$ cat src/rtl/multicycle_control_if.sv
// ============================================================================
//  Module      : multicycle_control_if
//  Description : Opcode input and datapath control strobes of the
//                multi-cycle processor controller.
//  Revision    : 1.0  initial release
// ============================================================================
`default_nettype none

interface multicycle_control_if;
    logic [5:0] Op;
    logic       PCWrite;
    logic       PCWriteCond;
    logic       IorD;
    logic       MemRead;
    logic       MemWrite;
    logic       MemtoReg;
    logic       IRWrite;
    logic       ALUSrcA;
    logic       RegWrite;
    logic       RegDst;
    logic [1:0] ALUOp;
    logic [1:0] ALUSrcB;
    logic [1:0] PCSource;
    logic [3:0] State;

    // The controller is the master: it consumes Op and drives every strobe.
    modport master (
        input  Op,
        output PCWrite, PCWriteCond, IorD, MemRead, MemWrite, MemtoReg,
               IRWrite, ALUSrcA, RegWrite, RegDst, ALUOp, ALUSrcB,
               PCSource, State
    );

    modport slave (
        output Op,
        input  PCWrite, PCWriteCond, IorD, MemRead, MemWrite, MemtoReg,
               IRWrite, ALUSrcA, RegWrite, RegDst, ALUOp, ALUSrcB,
               PCSource, State
    );
endinterface

`default_nettype wire

$ cat src/rtl/multicycle_control.sv
// ============================================================================
//  Module      : multicycle_control
//  Description : Moore FSM sequencing a multi-cycle MIPS-style datapath.
//                Define MULTICYCLE_JUMP_EN to add the JUMP state for j.
//  Revision    : 1.0  initial release
// ============================================================================
`default_nettype none

module multicycle_control (
    input  wire                    clk,
    input  wire                    reset,
    multicycle_control_if.master   bus
);

    localparam logic [5:0] C_OP_LW   = 6'b100011;
    localparam logic [5:0] C_OP_SW   = 6'b101011;
    localparam logic [5:0] C_OP_RTYP = 6'b000000;
    localparam logic [5:0] C_OP_BEQ  = 6'b000100;
`ifdef MULTICYCLE_JUMP_EN
    localparam logic [5:0] C_OP_J    = 6'b000010;
`endif

    typedef enum logic [3:0] {
        S_FETCH  = 4'd0,
        S_DECODE = 4'd1,
        S_MEMADR = 4'd2,
        S_MEMRD  = 4'd3,
        S_MEMWB  = 4'd4,
        S_MEMWR  = 4'd5,
        S_EXEC   = 4'd6,
        S_RWB    = 4'd7,
`ifdef MULTICYCLE_JUMP_EN
        S_BEQ    = 4'd8,
        S_JUMP   = 4'd9
`else
        S_BEQ    = 4'd8
`endif
    } state_t;

    state_t state_q;
    state_t state_d;

    always_ff @(posedge clk) begin
        if (reset) begin
            state_q <= S_FETCH;
        end else begin
            state_q <= state_d;
        end
    end

    always_comb begin
        state_d         = S_FETCH;
        bus.PCWrite     = 1'b0;
        bus.PCWriteCond = 1'b0;
        bus.IorD        = 1'b0;
        bus.MemRead     = 1'b0;
        bus.MemWrite    = 1'b0;
        bus.MemtoReg    = 1'b0;
        bus.IRWrite     = 1'b0;
        bus.ALUSrcA     = 1'b0;
        bus.RegWrite    = 1'b0;
        bus.RegDst      = 1'b0;
        bus.ALUOp       = 2'b00;
        bus.ALUSrcB     = 2'b00;
        bus.PCSource    = 2'b00;
        bus.State       = state_q;

        case (state_q)
            S_FETCH: begin
                bus.MemRead = 1'b1;
                bus.IRWrite = 1'b1;
                bus.ALUSrcB = 2'b01;
                bus.PCWrite = 1'b1;
                state_d     = S_DECODE;
            end
            S_DECODE: begin
                bus.ALUSrcB = 2'b11;
                case (bus.Op)
                    C_OP_LW, C_OP_SW: state_d = S_MEMADR;
                    C_OP_RTYP:        state_d = S_EXEC;
                    C_OP_BEQ:         state_d = S_BEQ;
`ifdef MULTICYCLE_JUMP_EN
                    C_OP_J:           state_d = S_JUMP;
`endif
                    default:          state_d = S_FETCH;
                endcase
            end
            S_MEMADR: begin
                bus.ALUSrcA = 1'b1;
                bus.ALUSrcB = 2'b10;
                state_d     = (bus.Op == C_OP_LW) ? S_MEMRD : S_MEMWR;
            end
            S_MEMRD: begin
                bus.MemRead = 1'b1;
                bus.IorD    = 1'b1;
                state_d     = S_MEMWB;
            end
            S_MEMWB: begin
                bus.RegWrite = 1'b1;
                bus.MemtoReg = 1'b1;
                state_d      = S_FETCH;
            end
            S_MEMWR: begin
                bus.MemWrite = 1'b1;
                bus.IorD     = 1'b1;
                state_d      = S_FETCH;
            end
            S_EXEC: begin
                bus.ALUSrcA = 1'b1;
                bus.ALUOp   = 2'b10;
                state_d     = S_RWB;
            end
            S_RWB: begin
                bus.RegWrite = 1'b1;
                bus.RegDst   = 1'b1;
                state_d      = S_FETCH;
            end
            S_BEQ: begin
                bus.ALUSrcA     = 1'b1;
                bus.ALUOp       = 2'b01;
                bus.PCWriteCond = 1'b1;
                bus.PCSource    = 2'b01;
                state_d         = S_FETCH;
            end
`ifdef MULTICYCLE_JUMP_EN
            S_JUMP: begin
                bus.PCWrite  = 1'b1;
                bus.PCSource = 2'b10;
                state_d      = S_FETCH;
            end
`endif
            // Unused encodings recover to FETCH with every strobe idle.
            default: begin
                state_d = S_FETCH;
            end
        endcase

        // Reset blanks the outputs immediately, not just after the next edge.
        if (reset) begin
            bus.PCWrite     = 1'b0;
            bus.PCWriteCond = 1'b0;
            bus.IorD        = 1'b0;
            bus.MemRead     = 1'b0;
            bus.MemWrite    = 1'b0;
            bus.MemtoReg    = 1'b0;
            bus.IRWrite     = 1'b0;
            bus.ALUSrcA     = 1'b0;
            bus.RegWrite    = 1'b0;
            bus.RegDst      = 1'b0;
            bus.ALUOp       = 2'b00;
            bus.ALUSrcB     = 2'b00;
            bus.PCSource    = 2'b00;
            bus.State       = 4'd0;
        end
    end

endmodule

`default_nettype wire

$ cat src/flat_wrapper.sv
// flat-port wrapper written by rule: the top's interface ports become plain ports
module multicycle_control_flat 
  (clk, reset, bus_Op, bus_PCWrite, bus_PCWriteCond, bus_IorD, bus_MemRead, bus_MemWrite, bus_MemtoReg, bus_IRWrite, bus_ALUSrcA, bus_RegWrite, bus_RegDst, bus_ALUOp, bus_ALUSrcB, bus_PCSource, bus_State);
  multicycle_control_if bus_i ();
  input  wire clk;
  input  wire reset;
  input wire logic [$bits(bus_i.Op)-1:0] bus_Op;
  output wire logic [$bits(bus_i.PCWrite)-1:0] bus_PCWrite;
  output wire logic [$bits(bus_i.PCWriteCond)-1:0] bus_PCWriteCond;
  output wire logic [$bits(bus_i.IorD)-1:0] bus_IorD;
  output wire logic [$bits(bus_i.MemRead)-1:0] bus_MemRead;
  output wire logic [$bits(bus_i.MemWrite)-1:0] bus_MemWrite;
  output wire logic [$bits(bus_i.MemtoReg)-1:0] bus_MemtoReg;
  output wire logic [$bits(bus_i.IRWrite)-1:0] bus_IRWrite;
  output wire logic [$bits(bus_i.ALUSrcA)-1:0] bus_ALUSrcA;
  output wire logic [$bits(bus_i.RegWrite)-1:0] bus_RegWrite;
  output wire logic [$bits(bus_i.RegDst)-1:0] bus_RegDst;
  output wire logic [$bits(bus_i.ALUOp)-1:0] bus_ALUOp;
  output wire logic [$bits(bus_i.ALUSrcB)-1:0] bus_ALUSrcB;
  output wire logic [$bits(bus_i.PCSource)-1:0] bus_PCSource;
  output wire logic [$bits(bus_i.State)-1:0] bus_State;
  assign bus_i.Op = bus_Op;
  assign bus_PCWrite = bus_i.PCWrite;
  assign bus_PCWriteCond = bus_i.PCWriteCond;
  assign bus_IorD = bus_i.IorD;
  assign bus_MemRead = bus_i.MemRead;
  assign bus_MemWrite = bus_i.MemWrite;
  assign bus_MemtoReg = bus_i.MemtoReg;
  assign bus_IRWrite = bus_i.IRWrite;
  assign bus_ALUSrcA = bus_i.ALUSrcA;
  assign bus_RegWrite = bus_i.RegWrite;
  assign bus_RegDst = bus_i.RegDst;
  assign bus_ALUOp = bus_i.ALUOp;
  assign bus_ALUSrcB = bus_i.ALUSrcB;
  assign bus_PCSource = bus_i.PCSource;
  assign bus_State = bus_i.State;
  multicycle_control u_core (.clk(clk), .reset(reset), .bus(bus_i));
endmodule
$ cat config.mk
export PLATFORM = sky130hd
export DESIGN_NAME = multicycle_control_flat
export DESIGN_NICKNAME = d
export VERILOG_FILES = /design/src/rtl/multicycle_control_if.sv /design/src/rtl/multicycle_control.sv /design/src/flat_wrapper.sv
export SDC_FILE = /design/constraint.sdc
export NUM_CORES = 1
export LEC_CHECK = 0
export ABC_AREA = 1
export BUFFER_PORTS_ARGS = -buffer_cell sky130_fd_sc_hd__buf_4
export CELL_PAD_IN_SITES_DETAIL_PLACEMENT = 0
export CELL_PAD_IN_SITES_GLOBAL_PLACEMENT = 1
export CORE_AREA = 2 2 44 46
export DETAILED_ROUTE_END_ITERATION = 7
export DIE_AREA = 0 0 46 48
export HOLD_SLACK_MARGIN = 0.06
export MAX_ROUTING_LAYER = met4
export PLACE_DENSITY_LB_ADDON = 0.1
export SETUP_SLACK_MARGIN = 0.05
export SLEW_MARGIN = 5
export SYNTH_ARGS = -nofsm -noshare
export SYNTH_HDL_FRONTEND = slang
export SYNTH_SLANG_ARGS = --single-unit
$ cat constraint.sdc
create_clock -name clk -period 2.7 [get_ports clk]
set_clock_uncertainty 0.1 [all_clocks]
set_input_delay 0.135 -clock clk [delete_from_list [all_inputs] [get_ports clk]]
set_output_delay 0.135 -clock clk [all_outputs]
set_load 0.1 [all_outputs]
==> results.sh <==
export IMPL_drcViolationCount=0
export IMPL_synth_area_um2=398
export IMPL_status="completed"
export IMPL_yosys_warnings=0
export IMPL_cp_start_kind="input port"
export IMPL_place_port_buffers=26
export IMPL_rsz0062_at_grt="no"
export IMPL_post_cts_buffers=0
export IMPL_cts_clk_slew_worst_paths_ps=40
export IMPL_grt_pass1_wl_mm=1.91
export IMPL_grtUsageTotal_pct=13.1
export IMPL_area_delta_synth_final_pct=61.9
export IMPL_ios=28
export IMPL_drt_total_wl_mm=1.14
export IMPL_vdd_ir_drop_max_mv=0.265
export IMPL_vias=528
export IMPL_fin_crit_ps=1880
export IMPL_viasPerCell=4.40
export IMPL_hold_viol=0
export IMPL_final_nets=113
export IMPL_place_congestion=0.717
export IMPL_postSynthAreaPerCell_um2=5.24
export IMPL_ys_seq_area_share_pct=20.1
export IMPL_grt_overflow=0
export IMPL_clk_path_buf_depth=2
export IMPL_clockRootBuffer="clkbuf_4"
export IMPL_grt_busiest_layer="met2"
export IMPL_met3_usage_pct=6.79
export IMPL_crit_required_ps=2470
export IMPL_drtPass1Iterations=4
export IMPL_row_count=15
export IMPL_largest_reg_flops=4
export IMPL_crit_fanout=10
export IMPL_drtIter0Drc=14
export IMPL_drv_slew=0
export IMPL_use_met1_pct=14.9
export IMPL_power_density_mw_per_mm2=374
export IMPL_syn_inst=76
export IMPL_dp_hpwl_um=922
export IMPL_met2_usage_pct=20.3
export IMPL_cp_slowest_cell="dlygate4sd3_1"
export IMPL_drive_gt1_share_pct=41.7
export IMPL_worstSetupPathType="in2out"
export IMPL_syn_num_nets=84
export IMPL_arrival_ps=1650
export IMPL_die_area_mm2=0.00221
export IMPL_p_leak_nw=0.345
export IMPL_die_x_um=46
export IMPL_ant_nets=0
export IMPL_crit_top_cell="buf_4"
export IMPL_reg_top3="u_core.state_q (4)"
export IMPL_crit_chain="dlygate4sd3_1 > buf_4 > inv_2 > nand3_1 > o22ai_2 > buf_4"
export IMPL_worstSkewPairLatency_ps=240
export IMPL_setup_viol=0
export IMPL_wl_per_cell_um=9.49
export IMPL_min_path_type="in2reg"
export IMPL_diodes=0
export IMPL_drv_cap=0
export IMPL_cts_buffers=3
export IMPL_holdWs_ps=68.2
export IMPL_largest_register="u_core.state_q"
export IMPL_timing_fmax_mhz=532
export IMPL_cts_tree="built"
export IMPL_die_h_um=48
export IMPL_grt_max_degree=11
export IMPL_cts_sinks=4
export IMPL_grt_pass1_vias=454
export IMPL_antenna_found_initial=0
export IMPL_synth_distinct_cells=15
export IMPL_synth_seq_cells=4
export IMPL_place_inst=115
export IMPL_ctsHtreeMaxLevel=1
export IMPL_start_util_pct=23.6
export IMPL_fin_crit_sh_pct=69.7
export IMPL_core_area_mm2=0.00169
export IMPL_cp_end_kind="primary output"
export IMPL_slowest_delay_ps=540
export IMPL_instances_no_fill=120
## path summary, 6_finish.rpt
check | slack [ps] | cells past startpoint | from | end
setup / recovery | 820 | 6 | reset | bus_IorD
hold / removal | 70 | 3 | bus_Op[2] | u_core.state_q[3]
setup reg to reg | 1600 | 7 | u_core.state_q[1] | u_core.state_q[2]
hold reg to reg | 500 | 3 | u_core.state_q[3] | u_core.state_q[1]
## cell type report
type | instances | area, um2
clock buffers | 3 | 22.5
fillers | 212 | 1040
inverters | 11 | 41.3
multi-input cells | 57 | 264
flip-flops and latches | 4 | 80.1
well taps | 17 | 21.3
repair buffers | 28 | 215
## worst max-delay path, delay by kind of cell
| kind | cells | cell delay [ps] |
|---|---|---|
| and+or+nand+nor | 1 | 210 |
| AOI/OAI and AO/OA | 1 | 200 |
| buffers and inverters | 4 | 1100 |
## kinds of logic after synthesis
kind of cell | synth area share (%)
and+or+nand+nor | 53.1
buffers and inverters | 18.9
AOI/OAI and AO/OA | 6.92
DFF | 20.1
other | 0.942
## layout by cell type, fill, tap and decap left out
master | Yosys | layout
o22ai_1 | 2 | 1
inv_1 | 7 | 7
nand3_1 | 5 | 5
buf_4 | 3 | 26
clkbuf_4 | 0 | 3
nand2_1 | 15 | 15
nand3b_1 | 1 | 1
dfxtp_1 | 4 | 4
nor4_1 | 1 | 1
inv_2 | 4 | 4
nor2_1 | 26 | 20
nor2_2 | 1 | 7
conb_1 | 1 | 1
a21oi_1 | 3 | 3
o22ai_2 | 0 | 1
nand2_2 | 2 | 2
dlygate4sd3_1 | 0 | 2
## metrics by stage
step                area, um2  power (W)  utilization [%]  setup WS [ps]  TNS (ps)
global route              644   0.000259             38.1            693         0
CTS                       644   0.000244             38.1            821         0
floorplan                 419   0.000144                -          -48.7      -231
global placement          602   0.000163             35.6           1290         0
finish                    644   0.000241             38.1            819         0
detailed placement        602   0.000163             35.6           1280         0
## routing by layer
| layer | up-vias | share of wire [%] | wire (um) |
|---|---|---|---|
| met2 | 17 | 48 | 548 |
| li1 | 285 | - | - |
| met5 | - | 0 | 0 |
| met1 | 224 | 43 | 492 |
| met3 | 2 | 8.3 | 94 |
| met4 | 0 | 0.35 | 4 |
## report_power, final
part	total [W]	internal (W)	switching (W)
Combinational	0.000101	0.0000233	0.0000774
Sequential	0.0000627	0.0000609	0.00000176
Clock	0.0000777	0.0000499	0.0000278
## synth_stat cells, drive strengths merged
cell type / n / area (um2)
a21oi: 3 / 15.0
buf: 4 / 33.8
conb: 1 / 3.75
dfxtp: 4 / 80.1
inv: 11 / 41.3
nand2: 17 / 68.8
nand3: 5 / 25.0
nand3b: 1 / 7.51
nor2: 27 / 104
nor4: 1 / 6.26
o22ai: 2 / 12.5
## repair_timing
item                       CTS  global route
hold endpoints to repair     2             0
setup endpoints to repair    0             0
resized for setup            0             0
hold buffers                 2             0
No activity file was read; power rests on OpenSTA's default activity.
